File: config.mk
export PLATFORM = sky130hd
export DESIGN_NAME = seq_shift_rotate_unit
export DESIGN_NICKNAME = d
export VERILOG_FILES = /design/src/rtl/seq_shift_rotate_unit.sv
export SDC_FILE = /design/constraint.sdc
export NUM_CORES = 1
export LEC_CHECK = 0
export CAP_MARGIN = 20
export CORE_UTILIZATION = 42
export CTS_CLUSTER_DIAMETER = 40
export DETAILED_ROUTE_END_ITERATION = 12
export GPL_TIMING_DRIVEN = 1
export PLACE_DENSITY = 0.74
export SYNTH_ARGS = -nofsm -noshare
export SYNTH_HDL_FRONTEND = slang
export SYNTH_SLANG_ARGS = --single-unit
File: constraint.sdc
create_clock -name clk -period 1.9 [get_ports clk]
set_input_delay 0.19 -clock clk [delete_from_list [all_inputs] [get_ports clk]]
set_output_delay 0.19 -clock clk [all_outputs]
set_load 0.02 [all_outputs]
File: src/rtl/seq_shift_rotate_unit.sv
`default_nettype none
// ============================================================================
// Module      : seq_shift_rotate_unit
// Description : Iterative shift/rotate engine. Applies up to STEP positions
//               of ROL/ROR/SLL/SRL/SRA per cycle to a working register until
//               the requested amount is consumed. Valid/ready on both sides.
//               Carry-out reports the last bit shifted or wrapped out.
// Revision    : 1.0 - initial release
// ============================================================================
module seq_shift_rotate_unit #(
  parameter  int WIDTH = 32,
  parameter  int STEP  = 1,
  localparam int AMT_W = $clog2(WIDTH)
) (
  input  logic             clk,
  input  logic             reset,
  input  logic             in_valid,
  output logic             in_ready,
  input  logic [WIDTH-1:0] a,
  input  logic [AMT_W-1:0] amt,
  input  logic [2:0]       op,
  output logic             out_valid,
  input  logic             out_ready,
  output logic [WIDTH-1:0] y,
  output logic             c_out
);

  localparam logic [2:0]       C_OP_ROL = 3'd0;
  localparam logic [2:0]       C_OP_ROR = 3'd1;
  localparam logic [2:0]       C_OP_SLL = 3'd2;
  localparam logic [2:0]       C_OP_SRL = 3'd3;
  localparam logic [2:0]       C_OP_SRA = 3'd4;
  localparam logic [AMT_W-1:0] C_STEP   = AMT_W'(STEP);

  typedef enum logic [1:0] {
    S_IDLE = 2'd0,
    S_BUSY = 2'd1,
    S_DONE = 2'd2
  } state_t;

  state_t             r_state;
  state_t             w_state_next;
  logic [WIDTH-1:0]   r_work;
  logic [2:0]         r_op;
  logic [AMT_W-1:0]   r_rem;
  logic               r_cout;
  logic [WIDTH-1:0]   w_step_work;
  logic               w_step_cout;
  logic               w_last;
  logic               w_skip;

  // The cycle that consumes the remaining amount is the final BUSY cycle.
  assign w_last = (r_rem <= C_STEP);

  // Zero amount or reserved op needs no shifting: result is the operand.
  assign w_skip = (amt == '0) || (op > C_OP_SRA);

  // One BUSY cycle: a chain of single-position moves, only the first
  // min(STEP, rem) of which are enabled; carry tracks the last bit moved out.
  always_comb begin
    w_step_work = r_work;
    w_step_cout = r_cout;
    for (int i = 0; i < STEP; i++) begin
      if (i < int'(r_rem)) begin
        case (r_op)
          C_OP_ROL: begin
            w_step_cout = w_step_work[WIDTH-1];
            w_step_work = {w_step_work[WIDTH-2:0], w_step_work[WIDTH-1]};
          end
          C_OP_ROR: begin
            w_step_cout = w_step_work[0];
            w_step_work = {w_step_work[0], w_step_work[WIDTH-1:1]};
          end
          C_OP_SLL: begin
            w_step_cout = w_step_work[WIDTH-1];
            w_step_work = {w_step_work[WIDTH-2:0], 1'b0};
          end
          C_OP_SRL: begin
            w_step_cout = w_step_work[0];
            w_step_work = {1'b0, w_step_work[WIDTH-1:1]};
          end
          C_OP_SRA: begin
            w_step_cout = w_step_work[0];
            w_step_work = {w_step_work[WIDTH-1], w_step_work[WIDTH-1:1]};
          end
          default: begin
            w_step_cout = w_step_cout;
            w_step_work = w_step_work;
          end
        endcase
      end
    end
  end

  // State register.
  always_ff @(posedge clk) begin
    if (reset) begin
      r_state <= S_IDLE;
    end else begin
      r_state <= w_state_next;
    end
  end

  // Next-state logic and handshake outputs derived from the state.
  always_comb begin
    w_state_next = r_state;
    in_ready     = 1'b0;
    out_valid    = 1'b0;
    case (r_state)
      S_IDLE: begin
        in_ready = 1'b1;
        if (in_valid) begin
          w_state_next = w_skip ? S_DONE : S_BUSY;
        end
      end
      S_BUSY: begin
        if (w_last) begin
          w_state_next = S_DONE;
        end
      end
      S_DONE: begin
        out_valid = 1'b1;
        if (out_ready) begin
          w_state_next = S_IDLE;
        end
      end
      default: begin
        w_state_next = S_IDLE;
      end
    endcase
  end

  // Datapath: latch the request on accept, advance one step per BUSY cycle,
  // hold everything in DONE so y/c_out stay stable until consumed.
  always_ff @(posedge clk) begin
    if (reset) begin
      r_work <= '0;
      r_op   <= '0;
      r_rem  <= '0;
      r_cout <= 1'b0;
    end else begin
      case (r_state)
        S_IDLE: begin
          if (in_valid) begin
            r_work <= a;
            r_op   <= op;
            r_rem  <= amt;
            r_cout <= 1'b0;
          end
        end
        S_BUSY: begin
          r_work <= w_step_work;
          r_cout <= w_step_cout;
          r_rem  <= w_last ? '0 : (r_rem - C_STEP);
        end
        default: begin
          r_work <= r_work;
        end
      endcase
    end
  end

  assign y     = r_work;
  assign c_out = r_cout;

endmodule
`default_nettype wire

=== Word-level counts from Yosys, hierarchy flattened ===
Cells that the tools add are included.

* Flip-flop bits (word level): 43
* Bits of input ports: 44
* Output and inout bits: 35
* Logic and storage cells: 55

* Add/sub/neg operators: 1
* $lt $le $gt $ge: 3
* Equality and inequality tests: 14
* Multiplexer cells: 18
* Reduce and logical (&&, ||, !) cells: 13

{| class="wikitable"
|+ Operators by type and width
! kind !! count
|-
| 32-bit one-hot mux with 5 select lines || 1
|-
| 32-bit two-way mux || 2
|-
| 32-bit one-hot mux with 2 select lines || 1
|-
| 5-bit two-way mux || 2
|-
| 2-bit inequality test, second input constant || 5
|-
| 5-bit one-hot mux with 2 select lines || 1
|-
| 2-bit two-way mux || 4
|-
| 4-bit AND reduction || 2
|-
| 3-bit by 2-bit equality test with 1-bit output, second input constant || 2
|-
| 6-bit by 1-bit inequality test with 1-bit output, second input constant || 1
|-
| 2-bit one-hot mux with 3 select lines || 1
|-
| 5-bit by 1-bit <= comparator with 1-bit output, second input constant || 1
|-
| 5-bit logical NOT || 1
|-
| 1-bit by 5-bit less-than comparator with 1-bit output, first input constant || 1
|-
| 5-bit by 1-bit inequality test with 1-bit output, second input constant || 1
|-
| 5-bit AND reduction || 1
|-
| 5-bit by 1-bit subtractor with 5-bit output, second input constant || 1
|-
| 1-bit two-way mux || 4
|-
| 1-bit one-hot mux with 2 select lines || 2
|-
| 2-bit AND reduction || 2
|-
| 3-bit by 1-bit equality test with 1-bit output, second input constant || 1
|-
| 3-bit equality test, second input constant || 1
|-
| 3-bit > comparator, second input constant || 1
|-
| 3-bit logical NOT || 1
|-
| other kinds (9) || 9
|}

=== Logic depth before layout (Yosys ltp) ===
* Depth in word-level cells: 5
* Mapped depth: 7
* Depth with buffers taken out: 6

=== Least setup slack after synthesis ===
No wires, ideal clock.

* Path type: flip-flop to flip-flop
* Start point: reg r_rem[2]
* End point: reg r_work[10], in the netlist y[10]
* Arrival time: 1.917 ns
* Setup slack: -0.134 ns
* Stages on the path, launching flop included: 7
* Path buffers: 2
* Clock period less this slack: 2.034 ns
* Cells stage by stage: dfxtp_1 -> or4b_1 -> or4_4 -> and3b_1 -> buf_2 -> buf_6 -> a32o_1

* Longest elaborated chain between the ends: 3

{| class="wikitable"
|+ RTL lines
! element !! line !! text
|-
| start: declaration || 45 || <nowiki>logic [AMT_W-1:0] r_rem;</nowiki>
|-
| start signal: assignment || 147 || <nowiki>r_rem <= amt;</nowiki>
|-
| start signal: assignment || 154 || <nowiki>r_rem <= w_last ? '0 : (r_rem - C_STEP);</nowiki>
|-
| 1-bit by 5-bit less-than comparator with 1-bit output || 64 || <nowiki>if (i < int'(r_rem)) begin</nowiki>
|-
| 2-bit inequality test (no line) || - ||
|-
| 4-bit AND reduction (no line) || - ||
|-
| end signal: assignment || 152 || <nowiki>r_work <= w_step_work;</nowiki>
|-
| end signal: assignment || 157 || <nowiki>r_work <= r_work;</nowiki>
|-
| end: declaration || 43 || <nowiki>logic [WIDTH-1:0] r_work;</nowiki>
|}

Every way passes these cells.
A chain may end at the register's enable or synchronous reset.

=== Worst setup path after layout ===
* Start point: reg r_state[1]
* End point: reg r_work[16], in the netlist y[16]

* Longest elaborated chain between the ends: 3
* Elaborated cells between the ends (all ways): 8
* Those cells by class: eq/ne: 4; mux: 1; reduce/logical: 3

{| class="wikitable"
|+ RTL lines
! element !! line !! text
|-
| start: declaration || 41 || <nowiki>state_t r_state;</nowiki>
|-
| start signal: assignment || 100 || <nowiki>r_state <= w_state_next;</nowiki>
|-
| 2-bit by 1-bit equality test with 1-bit output or 2-bit logical NOT (tied branches) || 142 || <nowiki>case (r_state)</nowiki>
|-
| 6-bit by 1-bit inequality test with 1-bit output (no line), or another cell as far along || - ||
|-
| 4-bit AND reduction (no line) || - ||
|}

Several ways; a longest one is shown, not always the timed one.

==> metrics.md <==
| Metric | Value |
|---|---|
| Peak Freq | `0.492 GHz` |
| WL final | `6040 um` |
| Gpl congestion | `0.865` |
| Highest-count cells in the layout ignoring fill and taps | `clkdlybuf4s50_1 (78), nor2_1 (41), dfxtp_1 (41), mux2i_1 (33), a32o_1 (31)` |
| Row count | `27` |
| CTS max path bufs | `2` |
| Slew margin rel. | `74.6%` |
| Non-Filler Instances | `431` |
| Fin crit period | `2.03 ns` |
| WL/cell | `14.0 um` |
| Synth unique cells | `40` |
| Final setup margin | `-0.134 ns` |
| Setup slack, reg-to-reg | `-0.13 ns` |
| CTS root buf | `clkbuf_8` |
| Min-Delay Path Class | `reg2reg` |
| Final Hold Vio Count | `0` |
| Worst EP arrival | `2.26 ns` |
| CP Max Fanout | `7` |
| Detailed placement HPWL | `4460 um` |
| Clock sink count | `43` |
| Drt pass-1 iters | `4` |
| Ys flop type | `dfxtp_1` |
| Num CTS Buffers | `5` |
| Max-cap violations | `0` |
| Commonest non-fill, non-tap cell in the layout | `clkdlybuf4s50_1` |
| Drt via density | `5.51` |
| Congestion Overflow GR | `0` |
| First-pass GRT wire length | `10300 um` |
| Worst skew pair latency | `0.28 ns` |
| Async SR Flop Fraction | `0%` |
| Kind of critical path | `reg2reg` |
| CTS tree | `yes` |
| CTS clk-pin slew, worst paths | `0.08 ns` |
| Synthesis-to-finish area growth | `44.4%` |
| RSZ-0062 raised after global routing | `true` |
| Largest net degree at the start of global routing | `42` |
| # hold bufs at CTS | `0` |
| Failing checks | `setup timing` |
| 1st-iter DRT viols | `135` |
| Seq cells post-synth | `43` |
| Antenna violations before repair | `0` |
| CP endpoint kind | `flop` |
| Slew Limit Fails | `0` |
| Nets | `404` |
| Flop pwr share | `39.5%` |
| Dpl cells | `420` |
| Mapped Area | `2440 um2` |
| Leak Pwr | `1.52 nW` |
| DP Worst Slack | `-0.130 ns` |
| Sw power | `0.000992 W` |
| Syn_area_per_cell | `8.85 um2` |
| Core area | `5540 um2` |
| Fraction of layout cells with a size suffix above 1 | `10.9%` |
| Clock Skew | `0.00609 ns` |
| Die area | `6130 um2` |
| Synth warn | `0` |
| Clock power frac | `19.1%` |
| Fillers | `489` |
| Vias in the first global route | `2238` |
| Switching share of power | `34.3%` |
| Period utilization | `107%` |
| Post-synth EDFFs | `0` |
| Total GRT Usage | `20.7%` |
| Syn Nets | `322` |
| Util after Layout | `63.7%` |
| Req. time, crit path | `2.13 ns` |
| Least-Margin Pin Slew | `0.376 ns` |
| Seq/Total Area, Yosys | `35.2%` |
| I/O Pins | `79` |
| Die X | `78.3 um` |
| Remaining antenna violation count | `0` |
| Comb pwr share | `41.4%` |
| Inserted Diodes | `0` |
| Die Ht | `78.3 um` |
| Drt drc | `0` |
| H-tree depth | `2` |
| Status | `complete, but fails checks` |
| Max IR drop VDD | `0.502 mV` |
| Routed vias | `2376` |
| Final setup violation count | `31` |
| Int Pwr | `0.00190 W` |
| Input/output buffers | `78` |
| CP Launch Type | `flop` |
| Power per cell area | `819 nW/um2` |
| Initial Util | `44.1%` |
| Mapped Cells | `276` |
area by class of cell:
| class | count | area [um2] | share of cell area (%) |
|---|---|---|---|
| timing repair buffer | 99 | 998 | 28.3 |
| clock buffer | 5 | 68.8 | 1.95 |
| inverter | 7 | 26.3 | 0.744 |
| sequential | 43 | 863 | 24.5 |
| tap | 72 | 90.1 | 2.55 |
| clock inverter | 3 | 15.0 | 0.425 |
| multi-input combinational | 202 | 1470 | 41.6 |
per-stage QoR:
step           instance area [um2]  hold slack, ns  setup TNS [ns]  total power (W)
6_report                      3530           0.491           -3.78          0.00289
5_1_grt                       3530           0.518           -5.78          0.00308
4_1_cts                       3530           0.498           -3.77          0.00292
3_5_place_dp                  3390           0.478           -3.44          0.00233
3_3_place_gp                  3390           0.475           -2.31          0.00231
2_1_floorplan                 2450           0.262           -3.56          0.00185
per-layer routing:
layer	part of all wire [%]	wire (um)	global-route usage, %
met1	46	2800	27.9
met2	48	2910	34.9
met3	4.2	252	3.02
met4	1.2	73	4.63
met5	0	0	0
power groups by stage:
stage | combinational [W] | sequential [W] | clock, W
floorplan | 0.000583 | 0.00126 | 0
global placement | 0.00116 | 0.00116 | 0
detailed placement | 0.00117 | 0.00116 | 0
CTS | 0.00120 | 0.00114 | 0.000571
global route | 0.00130 | 0.00116 | 0.000620
finish | 0.00120 | 0.00114 | 0.000553
critical path: stages (launching register included):
cell     delay, ns
dfxtp_2       0.33
or4b_4        0.53
or4_4         0.43
buf_6         0.14
a21oi_4       0.25
buf_6         0.18
a32o_1        0.12
cells by family (layout without fill, tap and decap cells):
family	count (synthesis)	in the layout	share of synthesized area, %
flip-flops	43	43	35.2
adder cells (fa/ha/maj)	2	2	1.02
AND/OR/NAND/NOR	99	99	21.5
AO/OA/AOI/OAI	67	67	22.4
buffers and inverters	31	114	5.89
multiplexers	34	34	14.0
Yosys cell counts (all sizes together), types with 2 or more instances:
cell type / instances / area, um2
a211oi: 3 / 22.5
a21oi: 8 / 40.0
a221oi: 3 / 26.3
a31oi: 6 / 37.5
a32o: 31 / 310
buf: 7 / 53.8
clkbuf: 17 / 63.8
dfxtp: 43 / 861
ha: 2 / 25.0
inv: 7 / 26.3
mux2i: 33 / 330
nand2: 3 / 11.3
nand2b: 31 / 194
nand3: 2 / 10.0
nor2: 41 / 154
nor2b: 6 / 37.5
nor3: 3 / 15.0
nor4bb: 2 / 20.0
o21ai: 7 / 35.0
o21bai: 3 / 22.5
or4: 2 / 18.8
final timing paths:
kind | endpoint | startpoint | cells past startpoint
worst max-delay path | y[16] | r_state[1] | 6
worst min-delay path | c_out | c_out | 1
worst max register to register | y[16] | r_state[1] | 6
worst min register to register | c_out | c_out | 1
repair_timing:
item | 4_1_cts | 5_1_grt
endpoints found under the setup margin | 31 | 32
cloned | 2 | 0
setup buffers | 1 | 0
resized for setup | 11 | 0
pin swaps | 2 | 3
state kept, by name (all words and copies together) (netlist names):
name,count
c_out,1
r_op,3
r_rem,5
r_state,2
y,32
Note: power is estimated with default switching activity, not from simulation.
